File: src/rtl/uart_rx.sv
// uart_rx: 8N1 UART receiver, counterpart of uart_tx at the same bit rate.
// Synchronises the asynchronous serial line, detects a start bit, samples
// eight data bits LSB-first at mid-bit and checks the stop bit.
//
// Parameters
//   CLKS_PER_BIT   clocks per serial bit (>= 4, must match the peer uart_tx)
// Ports
//   i_Clk          system clock, rising edge
//   i_Rst          asynchronous active-high reset
//   i_Rx_Serial    raw serial line, idle high, asynchronous to i_Clk
//   o_Rx_DV        one-cycle strobe: o_Rx_Byte holds a new good byte
//   o_Rx_Byte      last good byte; held until the next good byte
//   o_Rx_Frame_Err one-cycle strobe: stop bit sampled low
//   o_Rx_Active    high from start-bit detect until return to IDLE
module uart_rx #(
  parameter int CLKS_PER_BIT = 108
) (
  input  logic       i_Clk,
  input  logic       i_Rst,
  input  logic       i_Rx_Serial,
  output logic       o_Rx_DV,
  output logic [7:0] o_Rx_Byte,
  output logic       o_Rx_Frame_Err,
  output logic       o_Rx_Active
);

  localparam logic [15:0] HALF = 16'((CLKS_PER_BIT - 1) / 2);
  localparam logic [15:0] LAST = 16'(CLKS_PER_BIT - 1);

  typedef enum logic [2:0] {
    IDLE    = 3'd0,
    START   = 3'd1,
    DATA    = 3'd2,
    STOP    = 3'd3,
    CLEANUP = 3'd4,
    BREAK   = 3'd5
  } state_t;

  state_t      r_State;
  logic        r_Rx_Meta;
  logic        r_Rx;
  logic [15:0] r_Clk_Count;
  logic [2:0]  r_Bit_Idx;
  logic [7:0]  r_Rx_Shift;

  // Two-flop synchroniser; idle level is high so reset preloads ones and a
  // reset cannot look like a start bit.
  always_ff @(posedge i_Clk or posedge i_Rst) begin
    if (i_Rst) begin
      r_Rx_Meta <= 1'b1;
      r_Rx      <= 1'b1;
    end else begin
      r_Rx_Meta <= i_Rx_Serial;
      r_Rx      <= r_Rx_Meta;
    end
  end

  always_ff @(posedge i_Clk or posedge i_Rst) begin
    if (i_Rst) begin
      r_State        <= IDLE;
      r_Clk_Count    <= '0;
      r_Bit_Idx      <= '0;
      r_Rx_Shift     <= '0;
      o_Rx_DV        <= 1'b0;
      o_Rx_Byte      <= '0;
      o_Rx_Frame_Err <= 1'b0;
      o_Rx_Active    <= 1'b0;
    end else begin
      o_Rx_DV        <= 1'b0;
      o_Rx_Frame_Err <= 1'b0;

      case (r_State)
        IDLE: begin
          r_Clk_Count <= '0;
          r_Bit_Idx   <= '0;
          o_Rx_Active <= 1'b0;
          if (!r_Rx) begin
            r_State     <= START;
            o_Rx_Active <= 1'b1;
          end
        end

        // Re-check the line half a bit in; a high here was a glitch.
        START: begin
          if (r_Clk_Count == HALF) begin
            r_Clk_Count <= '0;
            if (!r_Rx) begin
              r_State   <= DATA;
              r_Bit_Idx <= '0;
            end else begin
              r_State     <= IDLE;
              o_Rx_Active <= 1'b0;
            end
          end else begin
            r_Clk_Count <= r_Clk_Count + 16'd1;
          end
        end

        DATA: begin
          if (r_Clk_Count == LAST) begin
            r_Clk_Count           <= '0;
            r_Rx_Shift[r_Bit_Idx] <= r_Rx;
            if (r_Bit_Idx == 3'd7) begin
              r_State <= STOP;
            end else begin
              r_Bit_Idx <= r_Bit_Idx + 3'd1;
            end
          end else begin
            r_Clk_Count <= r_Clk_Count + 16'd1;
          end
        end

        STOP: begin
          if (r_Clk_Count == LAST) begin
            r_Clk_Count <= '0;
            if (r_Rx) begin
              o_Rx_Byte <= r_Rx_Shift;
              o_Rx_DV   <= 1'b1;
              r_State   <= CLEANUP;
            end else begin
              o_Rx_Frame_Err <= 1'b1;
              r_State        <= BREAK;
            end
          end else begin
            r_Clk_Count <= r_Clk_Count + 16'd1;
          end
        end

        CLEANUP: begin
          r_Clk_Count <= '0;
          r_State     <= IDLE;
          o_Rx_Active <= 1'b0;
        end

        // Wait for the line to go high so a held-low line (break) cannot
        // retrigger a start bit.
        BREAK: begin
          r_Clk_Count <= '0;
          if (r_Rx) begin
            r_State     <= IDLE;
            o_Rx_Active <= 1'b0;
          end
        end

        default: begin
          r_Clk_Count <= '0;
          r_State     <= IDLE;
          o_Rx_Active <= 1'b0;
        end
      endcase
    end
  end

endmodule

File: config.mk
export PLATFORM = sky130hd
export DESIGN_NAME = uart_rx
export DESIGN_NICKNAME = d
export VERILOG_FILES = /design/src/rtl/uart_rx.sv
export SDC_FILE = /design/constraint.sdc
export NUM_CORES = 1
export LEC_CHECK = 0
export ABC_CLOCK_PERIOD_IN_PS = 5600
export BUFFER_PORTS_ARGS = -buffer_cell sky130_fd_sc_hd__buf_4
export CAP_MARGIN = 20
export CORE_MARGIN = 2
export CORE_UTILIZATION = 67
export CTS_BUF_LIST = sky130_fd_sc_hd__clkbuf_8
export DETAILED_ROUTE_END_ITERATION = 10
export PLACE_DENSITY = 0.95
export SLEW_MARGIN = 20
export SYNTH_ARGS = -nofsm -noshare
export SYNTH_HDL_FRONTEND = slang
export SYNTH_SLANG_ARGS = --single-unit
File: constraint.sdc
create_clock -name i_Clk -period 5.6 [get_ports i_Clk]
set_input_delay 0.56 -clock i_Clk [delete_from_list [all_inputs] [get_ports i_Clk]]
set_output_delay 0.56 -clock i_Clk [all_outputs]
set_load 0.01 [all_outputs]
==> results.tsv <==
metric	value	unit
router iterations before antenna repair	4	
slew of the pin with the lowest slew margin	562	ps
Synth cell types	40	
1st-iter DRT viols	56	
post-CTS sizing	0	
RSZ-0062 raised after global routing	false	
ratio of cells with drive above 1 in the final layout	24.0	%
CTS Root Cell	clkbuf_8	
ant diodes	0	
final hold violation count	0	
Achievable Freq	428	MHz
Startpoint Class	flip-flop	
Worst-Skew Late Latency	300	ps
die width	59.7	um
fin cells	233	
drt wl/cell	17.4	um
Post-Syn Area per Cell	11.1	um2
Area growth syn-to-layout	9.16	%
placed insts	225	
dpl ws	3320	ps
Routed WL	4050	um
Core Box Area	0.00300	mm2
crit path time final	2340	ps
Area after DPL	0.00218	mm2
ys flop type	dfrtp_1	
dominant cell type by area after synthesis	dfrtp_1	
GPL Wtd Cong	0.810	
Worst Path Required	5790	ps
kind of critical path	reg2reg	
remaining design rule violation count	0	
Site Rows	20	
clk slew on worst S/H paths	80	ps
most frequent cells after synthesis	dfrtp_1 (41), nor2_1 (28), mux2_2 (16)	
Via density	6.18	
Max IR drop VDD	225	uV
area share of the leading cell type in the synthesized netlist	49.4	%
vias in the first global route	1455	
port bufs	13	
post-detail-place hpwl	2820	um
initial antenna violation count	0	
H-tree Lvls	2	
Tcrit/Tclk final	41.8	%
Seq cells post-synth	43	
PwrDens	228	mW/mm2
Mapped Cells	187	
I/O pin count	14	
Synth Cell Area	0.00208	mm2
skew final	4.60	ps
total gr overflow	0	
top area cells in the synthesized netlist	dfrtp_1 (49%), mux2_2 (8.7%), nor2_1 (5.1%), xnor2_1 (3.4%), dfstp_2 (2.5%)	
Max Cap Viol	0	
Final ANT Viol Nets	0	
Yosys warnings	0	
status	finished, final reports clean	
Post-CTS Setup Repair Bufs	0	
Syn Nets	194	
CP max FO	6	
HP Class	in2reg	
Setup WS post-layout	3260	ps
chip height	59.7	um
Final Net Count	206	
EDFF count, synth	0	
TritonCTS Buffers	5	
largest net degree at the start of global routing	44	
crit path DAT	2530	ps
first-pass GRT wire length	6800	um
Fillers	187	
hold_buf cts	0	
fin area	0.00227	mm2
most frequent cell after synthesis	dfrtp_1	
setup TNS	0	ps
crit end category	flip-flop	
via count	1440	
die area	0.00356	mm2
Overall Global Routing Usage	26.6	%
slew margin rel.	62.6	%
CTS tree	yes	
CTS max path bufs	2	
clk sinks	43	
ys async rst share	100	%
Initial Utilization	69.1	%
fin. max-slew vios	0	
Seq/Total Area, Yosys	52.0	%
Leak	0.00106	uW
Setup-failing EPs final	0	
logic make-up (layout without fill, tap and decap cells):
| group | count (synthesis) | in the layout | share of synthesized area [%] |
|---|---|---|---|
| xor gates and xnor gates | 14 | 14 | 5.91 |
| adders and majority gates | 4 | 4 | 2.41 |
| AOI/OAI and AO/OA | 16 | 16 | 5.43 |
| and+or+nand+nor | 82 | 82 | 22.9 |
| buffers and inverters | 12 | 25 | 2.71 |
| muxes | 16 | 16 | 8.68 |
| DFF | 43 | 43 | 52.0 |
worst paths after layout:
check,from,cells after the start,to,slack (ps)
max,r_Clk_Count[8],5,r_Rx_Shift[4],3260
min,i_Rx_Serial,1,r_Rx_Meta,360
max reg2reg,r_Clk_Count[8],5,r_Rx_Shift[4],3260
min reg2reg,r_Rx_Meta,0,r_Rx,360
max in group asynchronous,i_Rst,3,r_Rx_Meta,4850
min in group asynchronous,i_Rst,3,r_Rx_Shift[6],380
state kept, by name, summed over array words and instances, names as in the netlist:
name and flops:
r_Clk_Count 16, o_Rx_Byte 8, r_Rx_Shift 8, r_Bit_Idx 3, r_State 3, o_Rx_Active 1
o_Rx_DV 1, o_Rx_Frame_Err 1, r_Rx 1, r_Rx_Meta 1
power breakdown:
group          switching (uW)  internal [uW]  leakage (uW)  total, uW
sequential               1.66            312      0.000574        313
clock                     108           86.7     0.0000402        194
combinational            6.92           2.29      0.000447       9.21
total                     116            400       0.00106        517
per-layer routing:
layer	up-vias	GRT usage [%]	part of all wire (%)
met5	-	0	0
met4	0	11.4	1.9
met2	31	41.0	52
li1	674	-	-
met3	9	8.87	3.8
met1	726	34.4	43
critical path: stages, from the launching register on:
cell and delay, ps:
dfrtp_1 430, nor3_1 390, and4b_2 300, nand3_1 200, nor4b_1 500, mux2_2 410
metrics by stage:
stage	util [%]	hold slack [ps]	total power [uW]
floorplan	-	345	325
global placement	72.5	351	328
detailed placement	72.5	349	329
CTS	75.5	355	521
global route	75.5	344	539
finish	75.5	359	517
cells in the final DEF, fill, tap and decap left out, types with 4 or more instances in the layout:
| cell | count |
|---|---|
| xnor2_1 | 8 |
| nand2_1 | 12 |
| xor2_1 | 6 |
| dfrtp_1 | 41 |
| mux2_2 | 16 |
| ha_1 | 4 |
| o21ai_0 | 4 |
| nor2_1 | 28 |
| nand4_1 | 6 |
| nor2b_1 | 5 |
| clkbuf_8 | 5 |
| nand3_1 | 6 |
| buf_4 | 14 |
layout make-up:
| class | count | area [um2] | area share [%] |
|---|---|---|---|
| clock inverter | 3 | 20.0 | 0.883 |
| tap | 33 | 41.3 | 1.82 |
| multi-input combinational | 132 | 941 | 41.5 |
| clock buffer | 5 | 68.8 | 3.04 |
| sequential | 43 | 1080 | 47.6 |
| timing repair buffer | 14 | 105 | 4.64 |
| inverter | 3 | 11.3 | 0.497 |
Power figures use the tool's default switching activity.
